===== src/rtl/elevator_scan_scheduler_pkg.sv =====
// Shared types and defaults for the elevator SCAN scheduler.
package elevator_pkg;

  // Scheduler FSM states
  typedef enum logic [2:0] {
    ST_IDLE,
    ST_SELECT,
    ST_ISSUE,
    ST_WAIT_ARR,
    ST_DOOR
  } state_t;

  // Scan direction encoding as seen on dir_up
  localparam logic DIR_UP   = 1'b1;
  localparam logic DIR_DOWN = 1'b0;

  // Default building geometry and door dwell
  localparam int DEF_N_FLOORS    = 5;
  localparam int DEF_DOOR_CYCLES = 4;

endpackage


===== src/rtl/elevator_scan_scheduler_if.sv =====
// Bundle of call, target handshake, arrival and status signals between the
// scheduler (master) and the surrounding front end / car controller (slave).
interface elevator_scan_scheduler_if
  import elevator_pkg::*;
#(
  parameter int N_FLOORS = DEF_N_FLOORS
);
  localparam int FW = $clog2(N_FLOORS);

  logic [N_FLOORS-1:0] call_req;
  logic [FW-1:0]       cur_floor;
  logic [FW-1:0]       tgt_floor;
  logic                tgt_valid;
  logic                tgt_ready;
  logic                arrived;
  logic [FW-1:0]       arr_floor;
  logic [N_FLOORS-1:0] pending;
  logic                dir_up;
  logic                door_open;
  logic                busy;

  modport master (
    input  call_req, cur_floor, tgt_ready, arrived, arr_floor,
    output tgt_floor, tgt_valid, pending, dir_up, door_open, busy
  );

  modport slave (
    output call_req, cur_floor, tgt_ready, arrived, arr_floor,
    input  tgt_floor, tgt_valid, pending, dir_up, door_open, busy
  );

endinterface


===== src/rtl/elevator_scan_scheduler_scan_pick.sv =====
// Combinational SCAN target search: prefer the nearest pending floor in the
// current direction (including the car's own floor), otherwise reverse and
// take the nearest pending floor behind the car.
module scan_pick
  import elevator_pkg::*;
#(
  parameter int N_FLOORS = DEF_N_FLOORS,
  parameter int FW       = $clog2(N_FLOORS)
) (
  input  logic [N_FLOORS-1:0] pending,
  input  logic [FW-1:0]       cur_floor,
  input  logic                dir_up,
  output logic                found,
  output logic [FW-1:0]       pick_floor,
  output logic                new_dir
);

  int   cur;
  int   lo_ge, lo_gt, hi_le, hi_lt;
  logic has_lo_ge, has_lo_gt, has_hi_le, has_hi_lt;

  // Locate nearest pending floors on each side of the (saturated) car floor
  always_comb begin
    cur = int'(cur_floor);
    if (cur > N_FLOORS - 1) cur = N_FLOORS - 1;
    lo_ge = 0; lo_gt = 0; hi_le = 0; hi_lt = 0;
    has_lo_ge = 1'b0; has_lo_gt = 1'b0; has_hi_le = 1'b0; has_hi_lt = 1'b0;
    for (int i = 0; i < N_FLOORS; i++) begin
      if (pending[i]) begin
        if (i >= cur && !has_lo_ge) begin has_lo_ge = 1'b1; lo_ge = i; end
        if (i >  cur && !has_lo_gt) begin has_lo_gt = 1'b1; lo_gt = i; end
        if (i <= cur) begin has_hi_le = 1'b1; hi_le = i; end
        if (i <  cur) begin has_hi_lt = 1'b1; hi_lt = i; end
      end
    end

    found      = |pending;
    pick_floor = '0;
    new_dir    = dir_up;
    if (dir_up == DIR_UP) begin
      if (has_lo_ge) begin
        pick_floor = FW'(lo_ge);
      end else if (has_hi_lt) begin
        pick_floor = FW'(hi_lt);
        new_dir    = DIR_DOWN;
      end
    end else begin
      if (has_hi_le) begin
        pick_floor = FW'(hi_le);
      end else if (has_lo_gt) begin
        pick_floor = FW'(lo_gt);
        new_dir    = DIR_UP;
      end
    end
  end

endmodule


===== src/rtl/elevator_scan_scheduler.sv =====
// Elevator SCAN scheduler: latches floor calls, issues one target at a time
// over a valid/ready handshake, and times the door at each served floor.
module elevator_scan_scheduler
  import elevator_pkg::*;
#(
  parameter int N_FLOORS    = DEF_N_FLOORS,
  parameter int DOOR_CYCLES = DEF_DOOR_CYCLES
) (
  input  logic                       clk,
  input  logic                       reset,
  elevator_scan_scheduler_if.master  bus
);

  localparam int FW = $clog2(N_FLOORS);
  localparam int CW = $clog2(DOOR_CYCLES + 1);

  state_t              state_q, state_d;
  logic [N_FLOORS-1:0] pending_q, pending_d;
  logic [FW-1:0]       tgt_floor_q, tgt_floor_d;
  logic                tgt_valid_q, tgt_valid_d;
  logic                dir_up_q, dir_up_d;
  logic                door_open_q, door_open_d;
  logic [CW-1:0]       cnt_q, cnt_d;

  logic                found;
  logic [FW-1:0]       pick_floor;
  logic                new_dir;

  scan_pick #(
    .N_FLOORS (N_FLOORS),
    .FW       (FW)
  ) u_scan_pick (
    .pending    (pending_q),
    .cur_floor  (bus.cur_floor),
    .dir_up     (dir_up_q),
    .found      (found),
    .pick_floor (pick_floor),
    .new_dir    (new_dir)
  );

  // State and datapath registers; reset discards every outstanding call
  always_ff @(posedge clk or posedge reset) begin
    if (reset) begin
      state_q     <= ST_IDLE;
      pending_q   <= '0;
      tgt_floor_q <= '0;
      tgt_valid_q <= 1'b0;
      dir_up_q    <= DIR_UP;
      door_open_q <= 1'b0;
      cnt_q       <= '0;
    end else begin
      state_q     <= state_d;
      pending_q   <= pending_d;
      tgt_floor_q <= tgt_floor_d;
      tgt_valid_q <= tgt_valid_d;
      dir_up_q    <= dir_up_d;
      door_open_q <= door_open_d;
      cnt_q       <= cnt_d;
    end
  end

  // Next-state logic; a served arrival clears its floor after new calls are
  // merged so a same-cycle call at that floor is absorbed by the door opening
  always_comb begin
    state_d     = state_q;
    pending_d   = pending_q | bus.call_req;
    tgt_floor_d = tgt_floor_q;
    tgt_valid_d = tgt_valid_q;
    dir_up_d    = dir_up_q;
    door_open_d = door_open_q;
    cnt_d       = cnt_q;

    unique case (state_q)
      ST_IDLE: begin
        if (pending_q != '0) state_d = ST_SELECT;
      end
      ST_SELECT: begin
        if (found) begin
          tgt_floor_d = pick_floor;
          dir_up_d    = new_dir;
          tgt_valid_d = 1'b1;
          state_d     = ST_ISSUE;
        end else begin
          state_d = ST_IDLE;
        end
      end
      ST_ISSUE: begin
        if (bus.tgt_ready) begin
          tgt_valid_d = 1'b0;
          state_d     = ST_WAIT_ARR;
        end
      end
      ST_WAIT_ARR: begin
        if (bus.arrived && (bus.arr_floor == tgt_floor_q)) begin
          pending_d   = pending_d & ~(N_FLOORS'(1) << tgt_floor_q);
          door_open_d = 1'b1;
          cnt_d       = CW'(DOOR_CYCLES);
          state_d     = ST_DOOR;
        end
      end
      ST_DOOR: begin
        if (cnt_q <= CW'(1)) begin
          door_open_d = 1'b0;
          cnt_d       = '0;
          state_d     = (pending_q != '0) ? ST_SELECT : ST_IDLE;
        end else begin
          cnt_d = cnt_q - CW'(1);
        end
      end
      default: state_d = ST_IDLE;
    endcase
  end

  // Status outputs straight from registers
  assign bus.tgt_floor = tgt_floor_q;
  assign bus.tgt_valid = tgt_valid_q;
  assign bus.pending   = pending_q;
  assign bus.dir_up    = dir_up_q;
  assign bus.door_open = door_open_q;
  assign bus.busy      = (state_q != ST_IDLE);

endmodule


===== src/flat_wrapper.sv =====
// flat-port wrapper written by rule: the top's interface ports become plain ports
module elevator_scan_scheduler_flat import elevator_pkg::*;
#(
  parameter int N_FLOORS    = DEF_N_FLOORS,
  parameter int DOOR_CYCLES = DEF_DOOR_CYCLES
)
  (clk, reset, bus_call_req, bus_cur_floor, bus_tgt_ready, bus_arrived, bus_arr_floor, bus_tgt_floor, bus_tgt_valid, bus_pending, bus_dir_up, bus_door_open, bus_busy);
  elevator_scan_scheduler_if #(.N_FLOORS(N_FLOORS)) bus_i ();
  input  logic clk;
  input  logic reset;
  input wire logic [$bits(bus_i.call_req)-1:0] bus_call_req;
  input wire logic [$bits(bus_i.cur_floor)-1:0] bus_cur_floor;
  input wire logic [$bits(bus_i.tgt_ready)-1:0] bus_tgt_ready;
  input wire logic [$bits(bus_i.arrived)-1:0] bus_arrived;
  input wire logic [$bits(bus_i.arr_floor)-1:0] bus_arr_floor;
  output wire logic [$bits(bus_i.tgt_floor)-1:0] bus_tgt_floor;
  output wire logic [$bits(bus_i.tgt_valid)-1:0] bus_tgt_valid;
  output wire logic [$bits(bus_i.pending)-1:0] bus_pending;
  output wire logic [$bits(bus_i.dir_up)-1:0] bus_dir_up;
  output wire logic [$bits(bus_i.door_open)-1:0] bus_door_open;
  output wire logic [$bits(bus_i.busy)-1:0] bus_busy;
  assign bus_i.call_req = bus_call_req;
  assign bus_i.cur_floor = bus_cur_floor;
  assign bus_i.tgt_ready = bus_tgt_ready;
  assign bus_i.arrived = bus_arrived;
  assign bus_i.arr_floor = bus_arr_floor;
  assign bus_tgt_floor = bus_i.tgt_floor;
  assign bus_tgt_valid = bus_i.tgt_valid;
  assign bus_pending = bus_i.pending;
  assign bus_dir_up = bus_i.dir_up;
  assign bus_door_open = bus_i.door_open;
  assign bus_busy = bus_i.busy;
  elevator_scan_scheduler #(.N_FLOORS(N_FLOORS), .DOOR_CYCLES(DOOR_CYCLES)) u_core (.clk(clk), .reset(reset), .bus(bus_i));
endmodule

===== config.mk =====
export PLATFORM = sky130hd
export DESIGN_NAME = elevator_scan_scheduler_flat
export DESIGN_NICKNAME = d
export VERILOG_FILES = /design/src/rtl/elevator_scan_scheduler_pkg.sv /design/src/rtl/elevator_scan_scheduler_if.sv /design/src/rtl/elevator_scan_scheduler_scan_pick.sv /design/src/rtl/elevator_scan_scheduler.sv /design/src/flat_wrapper.sv
export SDC_FILE = /design/constraint.sdc
export NUM_CORES = 1
export LEC_CHECK = 0
export BUFFER_PORTS_ARGS = -buffer_cell sky130_fd_sc_hd__buf_2
export CAP_MARGIN = 10
export CORE_UTILIZATION = 54
export CTS_CLUSTER_SIZE = 25
export DETAILED_ROUTE_END_ITERATION = 12
export GPL_TIMING_DRIVEN = 0
export PLACE_DENSITY = 0.8
export SLEW_MARGIN = 20
export SYNTH_ARGS = -nofsm -noshare
export SYNTH_HDL_FRONTEND = slang
export SYNTH_SLANG_ARGS = --single-unit

===== constraint.sdc =====
create_clock -name clk -period 3 [get_ports clk]
set_input_delay 0.45 -clock clk [delete_from_list [all_inputs] [get_ports clk]]
set_output_delay 0.45 -clock clk [all_outputs]
set_load 0.01 [all_outputs]

== After elaboration in Yosys (flattened, before gate mapping) ==
Index checks and enable logic that the tools add are counted.
Cells by class
  $add $sub $neg: 1
  magnitude comparators: 22
  eq/ne operators: 10
  shifts and indexed selects: 1
  muxes and demuxes: 100
  bitwise gates (word level): 3
  reductions and logical operators: 28
Operators with widths (number)
  $mux 3: 31
  $mux 1: 58
  $ge 1x32->1 const A: 1
  $pmux 3 s5: 1
  $mux 2: 5
  $mux 5: 2
  $logic_and 1x1->1: 9
  $logic_not 1->1: 8
  $ne 2x1->1 const B: 4
  $eq 3x2->1 const B: 2
  $ge 2x3->1 const A: 2
  $gt 1x3->1 const A: 2
  $gt 2x3->1 const A: 2
  $le 1x3->1 const A: 2
  $le 2x3->1 const A: 2
  $lt 1x3->1 const A: 2
  $lt 2x3->1 const A: 2
  $pmux 3 s2: 1
  $reduce_and 3->1: 2
  $and 5x5->5: 1
  $not 5->5: 1
  $or 5x5->5: 1
  $reduce_bool 5->1: 1
  $reduce_or 5->1: 1
  other kinds (19): 22
Word-level totals
  register bits after elaboration: 17
  output and inout port bits: 12
  logic and storage cells: 172

== Longest topological paths before layout ==
  depth in word-level cells: 24
  mapped depth: 7
  mapped depth without buffers: 7

== By module ==
Synthesis repeated with hierarchy kept, for this count alone.
Unflattened totals
  cells, all modules: 147
  area total of the unflattened synthesis: 1312.5 µm²
By module, submodules not included
  elevator_scan_scheduler: instances 1, cells each 81, area an instance 859.6 µm²
  scan_pick: instances 1, cells each 66, area an instance 452.9 µm²

== Worst setup path before layout ==
No wires, ideal clock.
  path kind: flip-flop to flip-flop
  start: reg u_core.pending_q[1], in the netlist u_core.bus.pending[1]
  end: reg u_core.tgt_floor_q[0], in the netlist u_core.bus.tgt_floor[0]
  library setup time: 136 ps
  arrival time: 1381 ps
  path slack: 1483 ps
  stages on the path, launching flop included: 7
  cells stage by stage: dfrtp_1 buf_2 and2b_1 nor2_1 o21ai_0 a2111oi_2 a211oi_2
Between the ends
  longest elaborated chain between the ends: 16
  elaborated cells between the ends (all ways): 75
  classes of those cells: mux (61); reduce/logical (14)
Ends and longest elaborated chain
  start: declaration: line elevator_scan_scheduler.sv:18  | logic [N_FLOORS-1:0] pending_q, pending_d;
  start signal: assignment: line elevator_scan_scheduler.sv:53  | pending_q <= pending_d;
  $mux 1: line elevator_scan_scheduler_scan_pick.sv:29  | if (pending[i]) begin
  $logic_not 1->1: line elevator_scan_scheduler_scan_pick.sv:31  | if (i > cur && !has_lo_gt) begin has_lo_gt = 1'b1; lo_gt = i; end
  $logic_and 1x1->1: line elevator_scan_scheduler_scan_pick.sv:31
  $mux 1: line elevator_scan_scheduler_scan_pick.sv:31
  $mux 1: line elevator_scan_scheduler_scan_pick.sv:29
  $logic_not 1->1: line elevator_scan_scheduler_scan_pick.sv:31
  $logic_and 1x1->1: line elevator_scan_scheduler_scan_pick.sv:31
  $mux 1: line elevator_scan_scheduler_scan_pick.sv:31
  $mux 1: line elevator_scan_scheduler_scan_pick.sv:29
  $logic_not 1->1: line elevator_scan_scheduler_scan_pick.sv:31
  $logic_and 1x1->1: line elevator_scan_scheduler_scan_pick.sv:31
  $mux 3 / $mux 1 (equally long branches): line elevator_scan_scheduler_scan_pick.sv:31
  $mux 3 / $mux 1 (equally long branches): line elevator_scan_scheduler_scan_pick.sv:29
  $mux 3: line elevator_scan_scheduler_scan_pick.sv:50  | end else if (has_lo_gt) begin
  $mux 3: line elevator_scan_scheduler_scan_pick.sv:48  | if (has_hi_le) begin
  $mux 3: line elevator_scan_scheduler_scan_pick.sv:40  | if (dir_up == DIR_UP) begin
  end signal: assignment: line elevator_scan_scheduler.sv:54  | tgt_floor_q <= tgt_floor_d;
  end: declaration: line elevator_scan_scheduler.sv:19  | logic [FW-1:0] tgt_floor_q, tgt_floor_d;
Parallel ways exist; a longest one is shown, timed or not.
A chain may end at the register's enable or synchronous reset.

== Final worst setup path ==
  start: reg u_core.state_q[2]
  end: out bus_busy
Between the ends
  longest elaborated chain between the ends: 1
Ends and longest elaborated chain
  start: declaration: line elevator_scan_scheduler.sv:17  | state_t state_q, state_d;
  start signal: assignment: line elevator_scan_scheduler.sv:52  | state_q <= state_d;
  $reduce_bool 3->1: line elevator_scan_scheduler.sv:120  | assign bus.busy = (state_q != ST_IDLE);
  end: declaration: line flat_wrapper.sv:21  | output wire logic [$bits(bus_i.busy)-1:0] bus_busy;
Every way passes these cells.

==> metrics.md <==
| Metric | Value |
|---|---|
| Status | `completed` |
| Fin. Hold Viols | `0` |
| Top Family by Delay on Critical Path | `flip-flops` |
| CP max stage delay | `0.47 ns` |
| Post-Place Setup Slack | `1.27 ns` |
| Post-Syn Instances | `139` |
| FF-to-FF End | `u_core.bus.tgt_floor[0]` |
| Synth Area in Adders | `2.15%` |
| Worst setup SP type | `flip-flop` |
| # diodes | `0` |
| Die area | `2350 um^2` |
| Final Skew | `0.00459 ns` |
| Max-Cap Viols | `0` |
| CTS Root Cell | `clkbuf_4` |
| Placed cell areas | `1330 um^2` |
| R2R Setup Slk | `1.35 ns` |
| Synthesized net count | `156` |
| Worst path required time | `2.55 ns` |
| DR WL met3 | `191 um` |
| Ys flop type | `dfrtp_1` |
| PnR Total Power | `0.832 mW` |
| CTS HTree Levels | `1` |
| Clk_lat worst skew | `0.29 ns` |
| Mux cell area share after synthesis | `0.858%` |
| Sequential share of the synthesized area | `36.6%` |
| Area Growth Syn to Fin | `15.9%` |
| Port Buffer Count | `25` |
| ANT nets after route | `0` |
| Highest Signal Layer | `met4` |
| Layout fillers | `166` |
| Starting Density | `58.2%` |
| Critical Setup Path Class | `reg -> out` |
| CTS sink count | `17` |
| Post_cts resized | `0` |
| Net count, final | `186` |
| DP Wirelength | `2.00 mm` |
| Vias in the first global route | `1,071` |
| Slew @ Worst Pin | `0.626 ns` |
| Final GP Congestion | `0.881` |
| Clk buf depth | `2` |
| CTS buffer count | `3` |
| Post-route insts no fill | `195` |
| Tot GR Track Use | `24.5%` |
| Synth Cell Area | `1170 um^2` |
| WL final | `2.60 mm` |
| Post-synth EDFFs | `0` |
| Post-CTS Setup Bufs | `0` |
| Hold crit path type | `in -> async` |
| Max Fclk | `579 MHz` |
| Area leader, netlist | `dfrtp_1` |
| Global-route wire length before repair | `4.59 mm` |
| Layout cells sized above 1 | `25.6%` |
| CP max stage cell | `dfrtp_1` |
| Via-to-Cell Ratio | `5.79` |
| Reg-to-Reg Start | `u_core.bus.pending[3]` |
| Setup TNS | `0 ns` |
| Syn_area_per_cell | `8.39 um^2` |
| Tcrit/Tclk final | `57.5%` |
| Setup violators final | `0` |
| Die Height | `48.5 um` |
| Ports | `27` |
| WHS | `0.224 ns` |
| Initial DRC count | `46` |
| Compound-Gate Fraction of Synth Area | `26.6%` |
| CTS tree | `yes` |
| Met2 WL | `1.22 mm` |
| Cells along the critical path | `or3_1, buf_2` |
| Drt wl/cell | `13.3 um` |
| LEAKAGE | `0.579 nW` |
| Async set-reset flop share out of synthesis | `100%` |
| Reg2Reg Depth | `6` |
| Placed cell count | `191` |
| Vias | `1,129` |
| Synth Area in Simple Gates | `23.6%` |
| Worst setup margin | `1.27 ns` |
| Clk slew on worst S/H paths | `0.10 ns` |
| Fin area | `1350 um^2` |
| Horiz. Die Dim | `48.5 um` |
| Yosys cell types | `44` |
| RSZ-0062 raised after global routing | `no` |
| Fin util | `67.5%` |
| Synth Register Bits | `17` |
| Post-synth top area share | `34.3%` |
| Pwr dens | `616 nW/um^2` |
| Placeable core region | `2000 um^2` |
| DR DRC count | `0` |
| Rel. slew slack | `58.2%` |
| Main combinational cell family by area after synthesis | `compound AO/OA/AOI/OAI gates` |
| Pin count of the biggest net entering global routing | `18` |
| VDD IR max | `0.594 mV` |
| Gr ovfl total | `0` |
| Post-Synth XOR/XNOR Area | `2.25%` |
| Fin. max-slew vios | `0` |
| Synthesis Warnings | `0` |
| Synth top area cells | `dfrtp_1 34%, nor2_1 5.8%, a21oi_1 4.3%` |
| Antenna violations before repair | `0` |
| Met1 Wirelength | `1.18 mm` |
| Critical path buffers and inverters | `1` |
| CP Max Fanout | `8` |
| Drt pass-1 iters | `4` |
| Worst path arrival time | `1.28 ns` |
| FP Rows | `16` |
| Worst Setup End Kind | `primary output` |
| Post-layout min period | `1.73 ns` |
| Hold Buf Count CTS | `0` |
cell usage after synthesis, types with 2 or more instances:
master / instances
nand2_1: 11
o31ai_1: 3
a211oi_1: 2
nand3b_1: 2
o21ai_0: 10
nand2b_1: 2
a31oi_1: 7
xnor2_1: 3
nor3_1: 3
nand3_1: 5
inv_2: 2
and2b_1: 3
buf_2: 2
dfrtp_1: 16
ha_1: 2
a21oi_1: 10
inv_1: 8
nor2_1: 18
buf_6: 4
nor2b_1: 2
placed cells by master (no fill, tap or decap), types with 3 or more instances in the layout:
cell | synthesis | final
clkbuf_4 | 0 | 3
nor3_1 | 3 | 3
o21ai_0 | 10 | 10
nor2_1 | 18 | 18
nand2_1 | 11 | 11
inv_1 | 8 | 8
a31oi_1 | 7 | 7
buf_2 | 2 | 27
buf_6 | 4 | 4
o31ai_1 | 3 | 3
and2b_1 | 3 | 3
a21oi_1 | 10 | 10
xnor2_1 | 3 | 3
nand3_1 | 5 | 5
dfrtp_1 | 16 | 16
area by class of cell:
| class | count | area [um^2] | area share [%] |
|---|---|---|---|
| Tap cell | 27 | 33.8 | 2.50 |
| Buffer | 6 | 55.1 | 4.07 |
| Multi-Input combinational cell | 106 | 647 | 47.9 |
| Sequential cell | 17 | 427 | 31.6 |
| Timing Repair Buffer | 25 | 125 | 9.26 |
| Inverter | 10 | 37.5 | 2.78 |
| Clock buffer | 4 | 26.3 | 1.94 |
report_power, final:
part           internal [mW]  leakage, nW  switching [mW]  total (mW)
clock network         0.0517       0.0150          0.0719       0.124
registers              0.290        0.180          0.0902       0.380
logic                  0.153        0.384           0.175       0.328
per-layer routing:
metal | track usage, % | up-vias
li1 | - | 561
met1 | 33.5 | 513
met2 | 40.8 | 53
met3 | 5.03 | 2
met4 | 4.41 | 0
met5 | 0 | -
cell families after synthesis:
group	after synthesis
fa+ha+maj	2
mux	1
compound gates	46
flops	17
xor+xnor	3
simple gates	54
buf+inv	16
how the worst max path moves through the flow:
stage | startpoint | end | slack [ns] | cells past startpoint
6_report | u_core.state_q[2] | bus_busy | 1.27 | 2
5_1_grt | u_core.bus.tgt_floor[0] | u_core.bus.pending[2] | 1.19 | 5
4_1_cts | u_core.state_q[2] | bus_busy | 1.27 | 2
3_5_place_dp | bus_cur_floor[0] | u_core.bus.tgt_floor[0] | 1.27 | 6
3_3_place_gp | bus_cur_floor[0] | u_core.bus.tgt_floor[0] | 1.31 | 6
2_1_floorplan | u_core.bus.pending[1] | u_core.bus.tgt_floor[0] | 1.48 | 6
state kept, by name (all words and copies together) (netlist names):
name and cells:
u_core.bus.pending 5, u_core.bus.tgt_floor 3, u_core.cnt_q 3, u_core.state_q 3, u_core.bus.dir_up 1, u_core.bus.door_open 1, u_core.bus.tgt_valid 1
Power figures use the tool's default switching activity.
